**src/rtl/pt22xx_pkg.sv**
```systemverilog
// Shared types and widths for the PT2272 decoder back end.
package pt22xx_pkg;

    localparam int DATA_W = 4;
    localparam int CNT_W  = 4;

    typedef enum logic [1:0] {MODE_MOM, MODE_LATCH, MODE_TOGGLE} mode_e;
    typedef enum logic [1:0] {IDLE, QUALIFY, ACTIVE} state_e;

endpackage

```
**src/rtl/pt2272_output_stage_if.sv**
```systemverilog
// Decoded-word bus from the PT2272 decoder into the output stage.
interface pt2272_output_stage_if;
    import pt22xx_pkg::*;

    logic [DATA_W-1:0] D;
    logic              dv;

    modport master (output D, dv);
    modport slave  (input  D, dv);

endinterface

```
**src/rtl/pt22xx_hold_timer.sv**
```systemverilog
// Inter-word hold timer: reloads on each decoded word and flags the end of a transmission.
module pt22xx_hold_timer #(
    parameter int HOLD_CYCLES = 60000
) (
    input  logic clk,
    input  logic reset,
    input  logic load,
    output logic expired,
    output logic busy
);

    localparam int            TW     = $clog2(HOLD_CYCLES + 1);
    localparam logic [TW-1:0] RELOAD = TW'(HOLD_CYCLES);

    logic [TW-1:0] timer;

    always_ff @(posedge clk or negedge reset) begin
        if (!reset) begin
            timer <= '0;
        end else if (load) begin
            timer <= RELOAD;
        end else if (timer != '0) begin
            timer <= timer - 1'b1;
        end
    end

    // A word arriving on the last count reloads the timer instead of ending the transmission.
    assign busy    = (timer != '0);
    assign expired = (timer == TW'(1)) && !load;

endmodule

```
**src/rtl/pt2272_output_stage.sv**
```systemverilog
// PT2272 output stage: qualifies repeated words and drives Q/vt/strobe in momentary, latch or toggle flavour.
module pt2272_output_stage
    import pt22xx_pkg::*;
#(
    parameter int MODE        = 0,
    parameter int MIN_WORDS   = 2,
    parameter int HOLD_CYCLES = 60000
) (
    input  logic                  clk,
    input  logic                  reset,
    pt2272_output_stage_if.slave  dec,
    output logic [DATA_W-1:0]     Q,
    output logic                  vt,
    output logic                  strobe
);

    localparam logic [CNT_W-1:0] MIN_CNT = CNT_W'(MIN_WORDS);

    state_e            state, state_next;
    logic [DATA_W-1:0] cand, cand_next;
    logic [CNT_W-1:0]  cnt, cnt_next;
    logic [DATA_W-1:0] q_next;
    logic              entry;
    logic              expired;
    logic              timer_busy_unused;

    pt22xx_hold_timer #(.HOLD_CYCLES(HOLD_CYCLES)) u_hold_timer (
        .clk     (clk),
        .reset   (reset),
        .load    (dec.dv),
        .expired (expired),
        .busy    (timer_busy_unused)
    );

    // entry marks every transition into ACTIVE, including the MIN_WORDS==1 re-entry on a new word.
    always_comb begin
        state_next = state;
        cand_next  = cand;
        cnt_next   = cnt;
        entry      = 1'b0;
        case (state)
            IDLE: begin
                if (dec.dv) begin
                    cand_next = dec.D;
                    cnt_next  = CNT_W'(1);
                    if (MIN_CNT == CNT_W'(1)) begin
                        state_next = ACTIVE;
                        entry      = 1'b1;
                    end else begin
                        state_next = QUALIFY;
                    end
                end
            end
            QUALIFY: begin
                if (dec.dv) begin
                    if (dec.D == cand) begin
                        if (cnt + 1'b1 >= MIN_CNT) begin
                            state_next = ACTIVE;
                            cnt_next   = MIN_CNT;
                            entry      = 1'b1;
                        end else begin
                            cnt_next = cnt + 1'b1;
                        end
                    end else begin
                        cand_next = dec.D;
                        cnt_next  = CNT_W'(1);
                    end
                end else if (expired) begin
                    state_next = IDLE;
                end
            end
            ACTIVE: begin
                if (dec.dv) begin
                    if (dec.D != cand) begin
                        cand_next = dec.D;
                        cnt_next  = CNT_W'(1);
                        if (MIN_CNT == CNT_W'(1)) begin
                            entry = 1'b1;
                        end else begin
                            state_next = QUALIFY;
                        end
                    end
                end else if (expired) begin
                    state_next = IDLE;
                end
            end
            default: state_next = IDLE;
        endcase
    end

    always_comb begin
        q_next = Q;
        if (MODE == int'(MODE_MOM)) begin
            q_next = (state_next == ACTIVE) ? cand_next : '0;
        end else if (MODE == int'(MODE_LATCH)) begin
            if (entry) q_next = cand_next;
        end else if (MODE == int'(MODE_TOGGLE)) begin
            if (entry) q_next = Q ^ cand_next;
        end
    end

    always_ff @(posedge clk or negedge reset) begin
        if (!reset) begin
            state  <= IDLE;
            cand   <= '0;
            cnt    <= '0;
            Q      <= '0;
            vt     <= 1'b0;
            strobe <= 1'b0;
        end else begin
            state  <= state_next;
            cand   <= cand_next;
            cnt    <= cnt_next;
            Q      <= q_next;
            vt     <= (state_next == ACTIVE);
            strobe <= entry;
        end
    end

endmodule

```
**src/flat_wrapper.sv**
```systemverilog
// flat-port wrapper written by rule: the top's interface ports become plain ports
module pt2272_output_stage_flat import pt22xx_pkg::*;
#(
    parameter int MODE        = 0,
    parameter int MIN_WORDS   = 2,
    parameter int HOLD_CYCLES = 60000
)
  (clk, reset, Q, vt, strobe, dec_D, dec_dv);
  pt2272_output_stage_if dec_i ();
  input  logic clk;
  input  logic reset;
  output logic [DATA_W-1:0] Q;
  output logic vt;
  output logic strobe;
  input wire logic [$bits(dec_i.D)-1:0] dec_D;
  input wire logic [$bits(dec_i.dv)-1:0] dec_dv;
  assign dec_i.D = dec_D;
  assign dec_i.dv = dec_dv;
  pt2272_output_stage #(.MODE(MODE), .MIN_WORDS(MIN_WORDS), .HOLD_CYCLES(HOLD_CYCLES)) u_core (.clk(clk), .reset(reset), .dec(dec_i), .Q(Q), .vt(vt), .strobe(strobe));
endmodule
```
**config.mk**
```make
export PLATFORM = sky130hd
export DESIGN_NAME = pt2272_output_stage_flat
export DESIGN_NICKNAME = d
export VERILOG_FILES = /design/src/rtl/pt22xx_pkg.sv /design/src/rtl/pt2272_output_stage_if.sv /design/src/rtl/pt22xx_hold_timer.sv /design/src/rtl/pt2272_output_stage.sv /design/src/flat_wrapper.sv
export SDC_FILE = /design/constraint.sdc
export NUM_CORES = 1
export LEC_CHECK = 0
export CAP_MARGIN = 5
export CORE_AREA = 2 2 69 71
export DETAILED_ROUTE_END_ITERATION = 8
export DIE_AREA = 0 0 71 73
export SLEW_MARGIN = 20
export SYNTH_ARGS = -nofsm -noshare
export SYNTH_HDL_FRONTEND = slang
export SYNTH_SLANG_ARGS = --single-unit
```
**constraint.sdc**
```tcl
create_clock -name clk -period 5.83 [get_ports clk]
set_clock_uncertainty 0.2 [all_clocks]
set_input_delay 0.8745 -clock clk [delete_from_list [all_inputs] [get_ports clk]]
set_output_delay 0.8745 -clock clk [all_outputs]
set_load 0.02 [all_outputs]
```
==> results_dict.tcl <==
set metrics [dict create \
    mostFrequentLayoutCell "dfrtp_1" \
    worst_slew_pin_slew_ns 0.654 \
    status "finished, final reports clean" \
    cap_violations 0 \
    grt_max_degree 33 \
    dpl-instance-area_sq_um 1860 \
    top_usage_layer "met2" \
    start_kind "input port" \
    synth-seq-area-share 0.472 \
    swShare 0.275 \
    use_met3 0.0511 \
    grt_pass1_wl_mm 6.04 \
    yosysWarnings 0 \
    numPortBuffers 12 \
    synth_top_area_share 0.472 \
    cts_setup_buffers 0 \
    fin_setup_tns_ns 0 \
    grtUsageMet2 0.243 \
    fin_ws_ns 2.68 \
    drc 0 \
    grt_pass1_vias 1347 \
    synth_cell_type_count 46 \
    drv_slew 0 \
    seqPwrFrac 0.506 \
    required_ns 5.78 \
    dp_hpwl_mm 2.43 \
    drt-pass1-iter-count 4 \
    min_period_over_period 0.540 \
    dpl_worst_slack_ns 2.36 \
    layout_common_cells "32 x dfrtp_1, 12 x clkdlybuf4s50_1, 10 x a21oi_1" \
    avgSynthCellArea_sq_um 10.5 \
    rsz0062_at_grt "no" \
    synth_top_flop_cell "dfrtp_1" \
    peakVddDrop_mv 0.158 \
    avgRoutedWirePerCell_um 15.0 \
    dp_cells 223 \
    rows 25 \
    met1_usage 0.187 \
    synth-edff-count 0 \
    cp.arrival_ns 3.09 \
    finalHoldViolations 0 \
    drive_above_1_share 0.130 \
    worstSetupEndpointType "flop" \
    clock_power_share 0.351 \
    gp_congestion 0.847 \
    power_switching_w 0.000137 \
    area_growth_pct 14.9 \
    grt_antenna_before_repair 0 \
    overflow 0 \
    maxSlewHeadroom 0.563 \
    cts.repair.resized 0 \
    synth_seq_cells 32 \
    power.total_w 0.000497 \
    cts_buffers 5 \
    syn_inst 161 \
    drt-total-wl_mm 3.47 \
    num_vias 1310 \
    start_util 0.374 \
    die_area_sq_um 5180 \
    max_freq_ghz 0.318 \
    period_needed_ns 3.15 \
    synthTopCellsByArea "dfrtp_1 47%, ha_1 3.7%, a21oi_1 2.9%, mux2_2 2.7%, o31ai_1 2.7%" \
    p_comb_frac 0.143 \
    p_int_w 0.000361 \
    powerDensity_nw_per_um2 255 \
    fin_area_sq_um 1950 \
    cpPeakStageDelay_ns 0.89 \
    clock_latency_ns 0.28 \
    io_pins 13 \
    clock_tree.buffer_depth 2 \
    crit_type "input port to flop" \
    htreeDepth 2 \
    dieHeight_um 73 \
    slowest_stage "clkdlybuf4s50_1" \
    p_leak_nw 0.768 \
    drtAntennaViolNets 0 \
    gr-usage-all-layers 0.152 \
    cts_num_sinks 32 \
    synth_area_leader_cell "dfrtp_1" \
    cts_hold_buffers 0 \
    final_cells 231 \
    nNetsFinal 188 \
    async_flop_share 1.00 \
    coreArea_sq_um 4540 \
    syn-cell-area_sq_um 1700 \
    path_max_fanout 18 \
    dieWidth_um 71 \
    cts_tree "yes" \
    clkTransAtPathRegs_ns 0.07 \
    syn_nets 173 \
    cts_root_buf "clkbuf_8" \
    drt_iter0_markers 71 \
    antenna_cells 0 \
    crit_chain "clkdlybuf4s50_1 > inv_1 > a21oi_1 > mux2_2 > a21boi_1" \
    via_per_inst 5.67 \
    setup_viol 0 \
    min_path_type "flop to flop" \
]
[metrics by stage]
step	hold WS (ns)	util
after global routing	0.370	0.430
after detailed placement	0.332	0.410
after CTS	0.355	0.430
after global placement	0.314	0.410
after floorplan	0.277	-
final	0.337	0.430
[cells by family (layout without fill, tap and decap cells)]
kind of cell / count (synthesis) / in the layout / synth area share
AND/OR/NAND/NOR: 56 / 56 / 0.212
AO/OA/AOI/OAI: 44 / 44 / 0.176
flip-flops: 32 / 32 / 0.472
buffers and inverters: 13 / 29 / 0.0383
multiplexers: 6 / 6 / 0.0391
adder cells (fa/ha/maj): 5 / 5 / 0.0368
XOR/XNOR: 5 / 5 / 0.0258
[path summary, 6_finish.rpt]
| path | end | cells after the start | slack, ns | from |
|---|---|---|---|---|
| worst max-delay path | u_core.Q[1]$_DFF_PN0_ | 5 | 2.68 | dec_dv |
| worst min-delay path | u_core.cnt[3]$_DFFE_PN0P_ | 1 | 0.34 | u_core.cnt[3]$_DFFE_PN0P_ |
| worst max register to register | u_core.u_hold_timer.timer[8]$_DFFE_PN0P_ | 4 | 3.65 | u_core.u_hold_timer.timer[15]$_DFFE_PN0P_ |
| worst min register to register | u_core.cnt[3]$_DFFE_PN0P_ | 1 | 0.34 | u_core.cnt[3]$_DFFE_PN0P_ |
| max in group asynchronous | u_core.cand[3]$_DFF_PN0_ | 2 | 4.34 | reset |
| min in group asynchronous | u_core.u_hold_timer.timer[12]$_DFFE_PN0P_ | 2 | 0.80 | reset |
[cell usage after synthesis, drive strengths merged, types with 2 or more instances]
library cell   n
a21oi         10
ha             5
nand2         10
nor3           2
o21ai          9
buf            2
nor2b          3
o311ai         2
dfrtp         32
a211oi         2
a41oi          2
o31ai          6
mux2           5
and2           3
nand4          3
or4            7
a21boi         4
a211o          2
nand3          5
inv            8
nand2b         4
clkbuf         2
or3            2
nor4           7
o211ai         2
nor2           6
xnor2          4
[cell type report]
class | count | area (sq um)
inverters | 8 | 30.0
multi-input cells | 116 | 832
clock buffers | 6 | 82.6
fillers | 425 | 2580
repair buffers | 13 | 128
flip-flops and latches | 32 | 801
clock inverters | 2 | 10.0
well taps | 54 | 67.6
[registers in the layout, summed over array words and instances (netlist names)]
| register | flops |
|---|---|
| u_core.cand | 4 |
| u_core.Q | 4 |
| u_core.cnt | 4 |
| u_core.strobe | 1 |
| u_core.u_hold_timer.timer | 16 |
| u_core.state | 2 |
| u_core.vt | 1 |
[critical path, delay by kind of cell]
| kind | cells | cell delay (ns) |
|---|---|---|
| buffers and inverters | 2 | 1.24 |
| multiplexers | 1 | 0.40 |
| AO/OA/AOI/OAI | 2 | 0.58 |
[per-layer routing]
layer  vias up  routed length [um]
li1        629                   -
met1       639                1560
met2        34                1680
met3         8                 143
met4         0                  79
met5         -                   0
[power groups by stage]
stage	logic [W]	clock network (W)	registers [W]
after global routing	0.0000813	0.000195	0.000254
final	0.0000711	0.000175	0.000252
after floorplan	0.0000484	0	0.000254
after global placement	0.0000694	0	0.000255
after detailed placement	0.0000713	0	0.000256
after CTS	0.0000718	0.000179	0.000252
Power figures use the tool's default switching activity.
